==> src/rtl/lf_osc_emul.sv <==
// rtl/lf_osc_emul.sv - low-frequency oscillator (LSOSC) emulation from a fast reference clock
// Optional feature macro: LSOSC_TRIM_EN (adds signed trim[3:0] half-period offset)
`timescale 1ns/1ps

module lf_osc_emul #(
  parameter int DIV_HALF = 2400,
  parameter int PU_DELAY = 100
) (
  input  logic       clk,
  input  logic       rst_n,
  input  logic       CLKLFPU,
  input  logic       CLKLFEN,
`ifdef LSOSC_TRIM_EN
  input  logic [3:0] trim,
`endif
  output logic       CLKLF
);

  // Longest half-period the counter must cover (trim can add up to +7).
`ifdef LSOSC_TRIM_EN
  localparam int HALF_MAX = DIV_HALF + 7;
`else
  localparam int HALF_MAX = DIV_HALF;
`endif
  localparam int HW = (HALF_MAX > 1) ? $clog2(HALF_MAX) : 1;
  localparam int PW = (PU_DELAY > 1) ? $clog2(PU_DELAY) : 1;

  typedef enum logic [1:0] {
    S_OFF,
    S_STARTUP,
    S_RUN
  } state_t;

  state_t        state, state_n;
  logic [PW-1:0] pu_cnt, pu_cnt_n;
  logic [HW-1:0] half_cnt, half_cnt_n;
  logic [HW-1:0] term, term_n, term_new;
  logic          osc, osc_n;
  logic          en_q, en_n;
  logic          clk_lf_n;

`ifdef LSOSC_TRIM_EN
  int trimmed;

  // Terminal count for the next half-period: DIV_HALF + trim, never below one cycle.
  always_comb begin
    trimmed = DIV_HALF + int'($signed(trim));
    if (trimmed < 1) trimmed = 1;
    term_new = HW'(trimmed - 1);
  end
`else
  // Terminal count for a fixed half-period of DIV_HALF cycles.
  always_comb begin
    term_new = HW'(DIV_HALF - 1);
  end
`endif

  // Next-state, counters, oscillator and glitch-free output gate.
  always_comb begin
    state_n    = state;
    pu_cnt_n   = pu_cnt;
    half_cnt_n = half_cnt;
    term_n     = term;
    osc_n      = osc;
    en_n       = en_q;
    clk_lf_n   = 1'b0;

    if (!CLKLFPU) begin
      state_n    = S_OFF;
      pu_cnt_n   = '0;
      half_cnt_n = '0;
      osc_n      = 1'b0;
    end else begin
      case (state)
        S_OFF: begin
          pu_cnt_n   = '0;
          half_cnt_n = '0;
          osc_n      = 1'b0;
          if (PU_DELAY == 0) begin
            state_n = S_RUN;
            term_n  = term_new;
          end else begin
            state_n = S_STARTUP;
          end
        end
        S_STARTUP: begin
          if (pu_cnt == PW'(PU_DELAY - 1)) begin
            state_n    = S_RUN;
            pu_cnt_n   = '0;
            half_cnt_n = '0;
            osc_n      = 1'b0;
            term_n     = term_new;
          end else begin
            pu_cnt_n = pu_cnt + 1'b1;
          end
        end
        S_RUN: begin
          if (half_cnt == term) begin
            half_cnt_n = '0;
            osc_n      = ~osc;
            term_n     = term_new;
          end else begin
            half_cnt_n = half_cnt + 1'b1;
          end
        end
        default: begin
          state_n    = S_OFF;
          pu_cnt_n   = '0;
          half_cnt_n = '0;
          osc_n      = 1'b0;
        end
      endcase
    end

    // The enable only moves while osc is low or on the edge it falls, so a
    // high phase is never cut short and never starts mid-phase.
    if (!CLKLFPU) begin
      en_n = 1'b0;
    end else if (!(osc && osc_n)) begin
      en_n = CLKLFEN;
    end

    clk_lf_n = osc_n & en_n;
  end

  // State and datapath registers; reset forces the oscillator off immediately.
  always_ff @(posedge clk or negedge rst_n) begin
    if (!rst_n) begin
      state    <= S_OFF;
      pu_cnt   <= '0;
      half_cnt <= '0;
      term     <= '0;
      osc      <= 1'b0;
      en_q     <= 1'b0;
      CLKLF    <= 1'b0;
    end else begin
      state    <= state_n;
      pu_cnt   <= pu_cnt_n;
      half_cnt <= half_cnt_n;
      term     <= term_n;
      osc      <= osc_n;
      en_q     <= en_n;
      CLKLF    <= clk_lf_n;
    end
  end

endmodule

==> config.mk <==
export PLATFORM = sky130hd
export DESIGN_NAME = lf_osc_emul
export DESIGN_NICKNAME = d
export VERILOG_FILES = /design/src/rtl/lf_osc_emul.sv
export SDC_FILE = /design/constraint.sdc
export NUM_CORES = 1
export LEC_CHECK = 0
export BUFFER_PORTS_ARGS = -buffer_cell sky130_fd_sc_hd__buf_2
export CAP_MARGIN = 10
export CORE_AREA = 2 2 68 70
export CTS_CLUSTER_SIZE = 10
export DETAILED_ROUTE_END_ITERATION = 16
export DIE_AREA = 0 0 70 72
export PLACE_DENSITY = 0.53
export SLEW_MARGIN = 20
export SYNTH_ARGS = -nofsm -noshare
export SYNTH_HDL_FRONTEND = slang
export SYNTH_SLANG_ARGS = --single-unit
==> constraint.sdc <==
create_clock -name clk -period 2.9 [get_ports clk]
set_clock_uncertainty 0.2 [all_clocks]
set_input_delay 0.58 -clock clk [delete_from_list [all_inputs] [get_ports clk]]
set_output_delay 0.58 -clock clk [all_outputs]
set_load 0.05 [all_outputs]
## Word-level counts from Yosys, hierarchy flattened

Cells that the tools add are included.

- $add $sub $neg: 2
- Equality and inequality tests: 8
- Mux-type cells: 19
- Bitwise operators: 2
- Reduce and logical (&&, ||, !) cells: 5

Operator list:

| kind | count |
|---|---|
| 12-bit two-way mux | 5 |
| 12-bit case mux with 2 select lines | 2 |
| 7-bit two-way mux | 2 |
| 7-bit case mux with 2 select lines | 1 |
| 12-bit by 1-bit adder with 12-bit output, second input constant | 1 |
| 12-bit equality test | 1 |
| 7-bit by 1-bit adder with 7-bit output, second input constant | 1 |
| 7-bit equality test, second input constant | 1 |
| 2-bit != test, second input constant | 3 |
| 2-bit case mux with 3 select lines | 1 |
| 1-bit two-way mux | 5 |
| 2-bit two-way mux | 2 |
| 4-bit AND reduction | 1 |
| 3-bit != test, second input constant | 1 |
| 2-bit by 1-bit equality test with 1-bit output, second input constant | 1 |
| 2-bit equality test, second input constant | 1 |
| 2-bit logical NOT | 1 |
| 1-bit case mux with 2 select lines | 1 |
| 2-bit AND reduction | 1 |
| 2-bit nonzero test | 1 |
| 1-bit bitwise AND | 1 |
| 1-bit logical AND | 1 |
| 1-bit inverter | 1 |

- Bits in registers: 36
- Input port bits: 4
- Output and inout port bits: 1
- Word-level logic and storage cells: 43

## Logic depth before layout (Yosys ltp)

Gate-level depths: netlist of run 1.

- Word-level depth: 8
- Depth in mapped cells: 9
- Mapped depth without buffers: 6

## Worst setup path after synthesis of run 1

OpenSTA, ideal clock, no wires.

- Path kind: register to register
- Start point: register half_cnt[5]
- End point: register half_cnt[5]
- Setup time: 0.137 ns
- Data arrival time: 2.087 ns
- Data required time: 2.563 ns
- Slack: 0.476 ns
- Stages on the path, launching flop included: 8
- Buffers on the path: 2
- Period minus slack after synthesis: 2.424 ns
- Path through: dfrtp_1 -> or4_1 -> or4_4 -> and4b_1 -> buf_6 -> buf_8 -> a21oi_1 -> a31oi_1

- Longest elaborated chain between the ends: 4
- Elaborated cells between the ends (all ways): 5
- Classes of those cells: add/sub: 1; eq/ne: 1; mux: 3

RTL lines:

| what | line | text |
|---|---|---|
| from (decl) | 36 | `logic [HW-1:0] half_cnt, half_cnt_n;` |
| from (signal assigned) | 139 | `half_cnt <= half_cnt_n;` |
| 12-bit by 1-bit adder with 12-bit output / 12-bit equality test (equally long branches) | 103, 98 |  |
| 12-bit two-way mux * | 98 | `if (half_cnt == term) begin` |
| 12-bit case mux with 2 select lines * | 74 | `case (state)` |
| 12-bit two-way mux * | 68 | `if (!CLKLFPU) begin` |

Mark *: on every way between the ends. The rest lies on a longest branch, timed or not.
A chain may end at the register's enable or synchronous reset.

## Worst setup path after layout of run 1

- Start point: register half_cnt[5]
- End point: register half_cnt[7]

Same word-level chain as after synthesis.

==> flow_metrics.env, run 1 <==
export IMPL_status="finished clean"
export IMPL_synth_warnings=0
export IMPL_finalHoldViolCount=0
export IMPL_async_flop_share=1.00
export IMPL_clk_latency_ns=0.27
export IMPL_drive_above_1_share=0.108
export IMPL_nets=177
export IMPL_dp_hpwl_um=2250
export IMPL_yosysSeqAreaShare=0.430
export IMPL_ys_seq_elements=25
export IMPL_first_pass_iters=5
export IMPL_syn_area_um2=1460
export IMPL_cts_buffers=3
export IMPL_cts_tree="yes"
export IMPL_fin_crit_sh=0.919
export IMPL_ys_types=40
export IMPL_reg2reg_setup_slack_ns=0.23
export IMPL_post_cts_buffers=0
export IMPL_vias=1240
export IMPL_cp_data_arrival_time_ns=2.62
export IMPL_ctsLongestPathBuffers=2
export IMPL_synth_area_leaders="dfrtp_1 43%, nand2_1 6.7%, ha_1 5.2%, nand3_1 4.8%, a21oi_1 4.1%"
export IMPL_worst_path_buf_inv=0
export IMPL_antenna_cells=0
export IMPL_cts_resized=0
export IMPL_post_route_drc_count=0
export IMPL_critPathRequiredTime_ns=2.85
export IMPL_track_usage=0.129
export IMPL_irDropWorstVdd_v=0.000253
export IMPL_crit_family="simple AND/OR/NAND/NOR gates"
export IMPL_die_w_um=70
export IMPL_wire_per_inst_um=14.1
export IMPL_fmax_ghz=0.375
export IMPL_core_area_um2=4260
export IMPL_path_cells="or4_1 > or4_4 > and4b_1 > a41oi_1 > a31oi_1"
export IMPL_synth_commonest_cells="26 x nand2_1, 25 x dfrtp_1, 14 x nand3_1"
export IMPL_clock_root_buffer="clkbuf_8"
export IMPL_timing_setup_tns_ns=0
export IMPL_worstSetupPathType="flop to flop"
export IMPL_portBuffers=4
export IMPL_post_place_cells=214
export IMPL_synth_cells=162
export IMPL_clock_sinks=25
export IMPL_synth_area_per_cell_um2=8.99
export IMPL_grt_pass1_wl_um=5210
export IMPL_fin_crit_ns=2.67
export IMPL_pwr_density_cell_nw_per_um2=540
export IMPL_rows=24
export IMPL_ant_nets=0
export IMPL_slew_headroom=0.569
export IMPL_fillers=454
export IMPL_globalRouteOverflowTotal=0
export IMPL_tightestPinTransition_ns=0.636
export IMPL_fin_ws_ns=0.234
export IMPL_yosysTopAreaCellShare=0.430
export IMPL_hold_path_class="primary input to async pin"
export IMPL_yosysMostFrequentCell="nand2_1"
export IMPL_antenna_found_initial=0
export IMPL_io_pins=5
export IMPL_cp_slowest_cell="or4_4"
export IMPL_via_per_inst=5.69
export IMPL_reg2reg_to="half_cnt[7]"
export IMPL_die_h_um=72
export IMPL_yosysTopAreaCell="dfrtp_1"
export IMPL_maxCapViolCount=0
export IMPL_routed_wl_um=3060
export IMPL_slew_violations=0
export IMPL_instances_no_fill=218
export IMPL_die_area_um2=5040
export IMPL_crit_path_end_kind="flop"
export IMPL_rr_worst_depth=5
export IMPL_worst_path_largest_cell_delay_ns=0.57
export IMPL_startpoint_type="flop"
export IMPL_synth_edf_count=0
export IMPL_area_delta_synth_final_pct=7.39
export IMPL_grt_max_degree=26
export IMPL_r2r_start="half_cnt[5]"
export IMPL_h_tree_depth=1
export IMPL_rsz0062_at_grt="false"
export IMPL_syn_num_nets=172
export IMPL_postCtsHoldBufs=0
export IMPL_start_util=0.342
export IMPL_grt_pass1_vias=1117
export IMPL_leakage_nw=0.671
export IMPL_pre_cts_ws_ns=0.253
export IMPL_path_max_fanout=18
export IMPL_drt_iter0_markers=53
export IMPL_setup_viol=0
export IMPL_place_congestion=0.826
export IMPL_clkTransAtPathRegs_ns=0.09
export IMPL_synth_flop_cell="dfrtp_1"
==> per-stage QoR <==
stage                     hold slack [ns]  power [mW]  instance area (µm²)   util
after CTS                           0.112       0.858                 1560  0.367
after floorplan                    0.0844       0.571                 1460      -
after detailed placement            0.290       0.642                 1520  0.356
after global routing                0.130       0.907                 1560  0.367
final                              0.0942       0.844                 1560  0.367
after global placement              0.283       0.630                 1520  0.356
==> layer usage <==
layer | up-vias | global-route usage | wire, µm
met2 | 12 | 0.207 | 1450
met5 | - | 0 | 0
met1 | 621 | 0.175 | 1530
li1 | 605 | - | -
met4 | 0 | 0.0513 | 26
met3 | 2 | 0.0208 | 62
==> power by group <==
part           internal, mW  leakage (nW)  switching [mW]
registers             0.368         0.341          0.0192
logic                0.0884         0.304           0.159
clock network        0.0961        0.0255           0.113
total                 0.552         0.671           0.292
==> cell usage in the layout, fill, tap and decap left out, drive strengths merged, types with 3 or more instances in the layout <==
master	count
nor3	3
a31oi	8
clkbuf	3
a22o	4
or4	3
nand3	14
ha	6
a21oi	12
o21ai	10
inv	4
dfrtp	25
buf	7
nor2	8
nand2	26
and3	5
==> sequential cells by signal, indices dropped and copies added, names as in the netlist <==
signal / count
state: 2
pu_cnt: 7
en_q: 1
term: 1
CLKLF: 1
half_cnt: 12
osc: 1
==> how the worst max path moves through the flow <==
stage	from	endpoint	slack [ns]	cells past startpoint
floorplan	half_cnt[5]	half_cnt[5]	0.48	7
detailed placement	half_cnt[5]	half_cnt[7]	0.25	5
finish	half_cnt[5]	half_cnt[7]	0.23	5
global route	half_cnt[5]	half_cnt[7]	0.06	5
global placement	half_cnt[5]	half_cnt[6]	0.32	5
CTS	half_cnt[5]	half_cnt[7]	0.23	5
==> logic make-up (layout without fill, tap and decap cells) <==
logic type / after synthesis / count (layout) / synth area share
compound gates: 44 / 44 / 0.198
xor+xnor: 1 / 1 / 0.00601
fa+ha+maj: 6 / 6 / 0.0515
buf+inv: 11 / 15 / 0.0421
flops: 25 / 25 / 0.430
mux: 3 / 3 / 0.0223
simple gates: 72 / 72 / 0.251
==> final cells by class <==
cell class / count / area [µm²] / area share
repair buffers: 7 / 42.5 / 0.0272
inverters: 4 / 15.0 / 0.00960
clock buffers: 3 / 41.3 / 0.0264
flip-flops and latches: 25 / 626 / 0.400
clock inverters: 1 / 5.00 / 0.00320
multi-input cells: 126 / 769 / 0.492
well taps: 52 / 65.1 / 0.0416
No activity file was read; power rests on OpenSTA's default activity.
==> inputs of run 2 (changes only) <==
--- a/config.mk
+++ b/config.mk
@@ -7,11 +7,12 @@
 export LEC_CHECK = 0
 export BUFFER_PORTS_ARGS = -buffer_cell sky130_fd_sc_hd__buf_2
 export CAP_MARGIN = 10
-export CORE_AREA = 2 2 68 70
+export CORE_AREA = 2 2 56 85
 export CTS_CLUSTER_SIZE = 10
 export DETAILED_ROUTE_END_ITERATION = 16
-export DIE_AREA = 0 0 70 72
+export DIE_AREA = 0 0 58 87
 export PLACE_DENSITY = 0.53
+export RECOVER_POWER = 25
 export SLEW_MARGIN = 20
 export SYNTH_ARGS = -nofsm -noshare
 export SYNTH_HDL_FRONTEND = slang
==> flow_metrics.env, run 2 (same netlist as run 1, synthesis figures left out) <==
export IMPL_status="finished clean"
export IMPL_cts_tree="yes"
export IMPL_h_tree_depth=1
export IMPL_wire_per_inst_um=15.3
export IMPL_maxCapViolCount=0
export IMPL_cts_resized=0
export IMPL_grt_max_degree=26
export IMPL_die_h_um=87
export IMPL_place_congestion=0.817
export IMPL_antenna_found_initial=0
export IMPL_r2r_start="half_cnt[5]"
export IMPL_final_common_cell="nand2_1"
export IMPL_start_util=0.334
export IMPL_m1WireLength_um=1330
export IMPL_clkTransAtPathRegs_ns=0.09
export IMPL_placed_area_um2=1510
export IMPL_hold_path_class="flop to flop"
export IMPL_cts_buffers=3
export IMPL_pwr_density_cell_nw_per_um2=542
export IMPL_first_pass_iters=4
export IMPL_post_route_drc_count=0
export IMPL_leakage_nw=0.668
export IMPL_met3_wirelength_um=75
export IMPL_cp_data_arrival_time_ns=2.66
export IMPL_nets=177
export IMPL_timing_setup_tns_ns=0
export IMPL_startpoint="half_cnt[5]"
export IMPL_fmax_ghz=0.368
export IMPL_track_usage=0.147
export IMPL_reg_top3="half_cnt: 12 flops, pu_cnt: 7 flops, state: 2 flops"
export IMPL_setup_viol=0
export IMPL_worstSetupPathType="flop to flop"
export IMPL_path_max_fanout=18
export IMPL_clock_sinks=25
export IMPL_rows=30
export IMPL_clock_root_buffer="clkbuf_8"
export IMPL_grt_pass1_wl_um=5770
export IMPL_largest_reg_flops=12
export IMPL_max_flop_register="half_cnt"
export IMPL_drt_iter0_markers=28
export IMPL_area_delta_synth_final_pct=6.96
export IMPL_via_per_inst=5.88
export IMPL_startpoint_type="flop"
export IMPL_globalRouteOverflowTotal=0
export IMPL_post_cts_buffers=0
export IMPL_drive_above_1_share=0.102
export IMPL_rr_worst_depth=5
export IMPL_io_pins=5
export IMPL_wl_met2_um=1820
export IMPL_reg2reg_setup_slack_ns=0.19
export IMPL_vias=1259
export IMPL_cp_endpoint="half_cnt[7]"
export IMPL_postCtsHoldBufs=0
export IMPL_slew_violations=0
export IMPL_slew_headroom=0.0910
export IMPL_routed_wl_um=3280
export IMPL_die_area_um2=5050
export IMPL_final_core_util=0.358
export IMPL_portBuffers=4
export IMPL_fin_crit_ns=2.71
export IMPL_reg2reg_to="half_cnt[7]"
export IMPL_irDropWorstVdd_v=0.000319
export IMPL_final_cell_mix="26 x nand2_1, 25 x dfrtp_1, 14 x nand3_1"
export IMPL_final_area_um2=1560
export IMPL_core_area_um2=4350
export IMPL_critPathRequiredTime_ns=2.85
export IMPL_antenna_cells=0
export IMPL_fin_crit_sh=0.936
export IMPL_ant_nets=0
export IMPL_grt_pass1_vias=1263
export IMPL_rsz0062_at_grt="false"
export IMPL_ctsLongestPathBuffers=2
export IMPL_die_w_um=58
export IMPL_crit_path_end_kind="flop"
export IMPL_top_layer="met4"
export IMPL_dp_hpwl_um=2490
export IMPL_finalHoldViolCount=0
export IMPL_clk_latency_ns=0.27
export IMPL_tightestPinTransition_ns=1.36
## run 2: cell types whose count changed in the layout (fill, tap and decap cells not counted)
cell,change
clkbuf_1,+1
buf_2,-1
## run 2: final cells by class
class                   instances  area (µm²)
inverters                       4        15.0
multi-input cells             126         769
fillers                       457        2800
flip-flops and latches         25         626
clock buffers                   3        41.3
repair buffers                  7        41.3
clock inverters                 1        5.00
well taps                      48        60.1
## run 2: through the flow
stage | power (mW) | std cells | hold slack, ns | setup WS [ns]
finish | 0.845 | 214 | 0.299 | 0.185
global route | 0.906 | 214 | 0.312 | 0.0849
CTS | 0.859 | 214 | 0.123 | 0.199
detailed placement | 0.646 | 210 | 0.283 | 0.220
global placement | 0.632 | 210 | 0.285 | 0.329
floorplan | 0.571 | 162 | 0.0844 | 0.476
## run 2: critical path, cell delays in order, from the launching register on
cell and delay, ns:
dfrtp_1 0.47, or4_1 0.55, or4_4 0.57, and4b_1 0.39, a41oi_1 0.34, a31oi_1 0.08
## run 2: routing by layer
metal,vias to the layer above,track usage
met2,24,0.272
met1,619,0.163
met3,4,0.0163
li1,612,-
met5,-,0
met4,0,0.0677
## run 2: power breakdown
part | switching [mW] | total [mW] | leakage, nW | internal [mW]
clock | 0.112 | 0.208 | 0.0255 | 0.0961
sequential | 0.0187 | 0.386 | 0.341 | 0.368
combinational | 0.162 | 0.250 | 0.302 | 0.0884
## run 2: worst min-delay path by stage
stage / from / endpoint / cells after the start
3_3_place_gp: half_cnt[7] / half_cnt[7] / 1
6_report: pu_cnt[6] / pu_cnt[6] / 1
2_1_floorplan: rst_n / CLKLF / 0
5_1_grt: pu_cnt[6] / pu_cnt[6] / 1
3_5_place_dp: pu_cnt[6] / pu_cnt[6] / 1
4_1_cts: rst_n / half_cnt[11] / 1
==> inputs of run 3 (changes only) <==
--- a/config.mk
+++ b/config.mk
@@ -12,7 +12,6 @@
 export DETAILED_ROUTE_END_ITERATION = 16
 export DIE_AREA = 0 0 58 87
 export PLACE_DENSITY = 0.53
-export RECOVER_POWER = 25
 export SLEW_MARGIN = 20
 export SYNTH_ARGS = -nofsm -noshare
 export SYNTH_HDL_FRONTEND = slang
==> flow_metrics.env, run 3 (same netlist as run 1, synthesis figures left out) <==
export IMPL_worst_path_largest_cell_delay_ns=0.57
export IMPL_leakage_nw=0.671
export IMPL_hold_path_class="primary input to async pin"
export IMPL_fin_crit_ns=2.71
export IMPL_track_usage=0.147
export IMPL_start_util=0.334
export IMPL_h_tree_depth=1
export IMPL_place_congestion=0.817
export IMPL_wire_per_inst_um=15.4
export IMPL_cp_data_arrival_time_ns=2.66
export IMPL_grt_pass1_wl_um=5770
export IMPL_routed_wl_um=3290
export IMPL_ant_nets=0
export IMPL_critPathRequiredTime_ns=2.85
export IMPL_post_cts_buffers=0
export IMPL_die_h_um=87
export IMPL_final_area_um2=1560
export IMPL_crit_path_end_kind="flop"
export IMPL_ctsLongestPathBuffers=2
export IMPL_reg_top3="half_cnt: 12 flops, pu_cnt: 7 flops, state: 2 flops"
export IMPL_cts_tree="yes"
export IMPL_tightestPinTransition_ns=0.655
export IMPL_first_pass_iters=4
export IMPL_clock_root_buffer="clkbuf_8"
export IMPL_cts_resized=0
export IMPL_final_cell_mix="26 x nand2_1, 25 x dfrtp_1, 14 x nand3_1"
export IMPL_antenna_found_initial=0
export IMPL_max_flop_register="half_cnt"
export IMPL_post_place_cells=210
export IMPL_dp_hpwl_um=2490
export IMPL_fmax_ghz=0.368
export IMPL_globalRouteOverflowTotal=0
export IMPL_io_pins=5
export IMPL_area_delta_synth_final_pct=7.04
export IMPL_irDropWorstVdd_v=0.000319
export IMPL_clk_latency_ns=0.27
export IMPL_clock_sinks=25
export IMPL_pre_cts_ws_ns=0.220
export IMPL_whs_ns=0.0968
export IMPL_cts_buffers=3
export IMPL_grt_max_degree=26
export IMPL_pwr_density_cell_nw_per_um2=542
export IMPL_vias=1256
export IMPL_finalPower_mw=0.845
export IMPL_postCtsHoldBufs=0
export IMPL_drive_above_1_share=0.108
export IMPL_cp_slowest_cell="or4_4"
export IMPL_final_common_cell="nand2_1"
export IMPL_startpoint_type="flop"
export IMPL_rows=30
export IMPL_worst_path_buf_inv=0
export IMPL_die_area_um2=5050
export IMPL_path_cells="or4_1 > or4_4 > and4b_1 > a41oi_1 > a31oi_1"
export IMPL_via_per_inst=5.87
export IMPL_placed_area_um2=1510
export IMPL_clkTransAtPathRegs_ns=0.09
export IMPL_finalHoldViolCount=0
export IMPL_drt_iter0_markers=28
export IMPL_grt_pass1_vias=1263
export IMPL_fin_crit_sh=0.936
export IMPL_fin_ws_ns=0.185
export IMPL_final_core_util=0.358
export IMPL_core_area_um2=4350
export IMPL_die_w_um=58
export IMPL_slew_violations=0
export IMPL_largest_reg_flops=12
export IMPL_instances_no_fill=214
export IMPL_timing_setup_tns_ns=0
export IMPL_setup_viol=0
export IMPL_worstSetupPathType="flop to flop"
export IMPL_antenna_cells=0
export IMPL_portBuffers=4
export IMPL_crit_family="simple AND/OR/NAND/NOR gates"
export IMPL_nets=177
export IMPL_post_route_drc_count=0
export IMPL_status="finished clean"
export IMPL_slew_headroom=0.556
export IMPL_maxCapViolCount=0
export IMPL_rsz0062_at_grt="false"
export IMPL_path_max_fanout=18
==> run 3: metal layers <==
metal  global-route usage  wire [µm]  up-vias
li1                     -          -      611
met1                0.163       1340      617
met2                0.272       1830       24
met3               0.0163         72        4
met4               0.0677         50        0
met5                    0          0        -
==> run 3: worst reg2reg max path, stage by stage, from the launching register on <==
cell,delay (ns)
dfrtp_1,0.47
or4_1,0.55
or4_4,0.57
and4b_1,0.39
a41oi_1,0.34
a31oi_1,0.08
==> run 3: cell type report <==
type / instances / area, µm²
clock buffers: 3 / 41.3
clock inverters: 1 / 5.00
fillers: 457 / 2800
inverters: 4 / 15.0
multi-input cells: 126 / 769
flip-flops and latches: 25 / 626
well taps: 48 / 60.1
repair buffers: 7 / 42.5
==> run 3: final timing paths <==
path | slack, ns | from | cells past startpoint | endpoint
worst max-delay path | 0.19 | half_cnt[5] | 5 | half_cnt[7]
worst min-delay path | 0.1 | rst_n | 1 | half_cnt[9]
worst max register to register | 0.19 | half_cnt[5] | 5 | half_cnt[7]
worst min register to register | 0.30 | pu_cnt[6] | 1 | pu_cnt[6]
max in group asynchronous | 2.03 | rst_n | 1 | pu_cnt[4]
min in group clk | 0.30 | pu_cnt[6] | 1 | pu_cnt[6]
==> run 3: power breakdown <==
| group | internal, mW | switching (mW) | leakage (nW) | total (mW) |
|---|---|---|---|---|
| logic | 0.0887 | 0.162 | 0.304 | 0.250 |
| clock network | 0.0961 | 0.112 | 0.0255 | 0.208 |
| registers | 0.368 | 0.0187 | 0.341 | 0.386 |
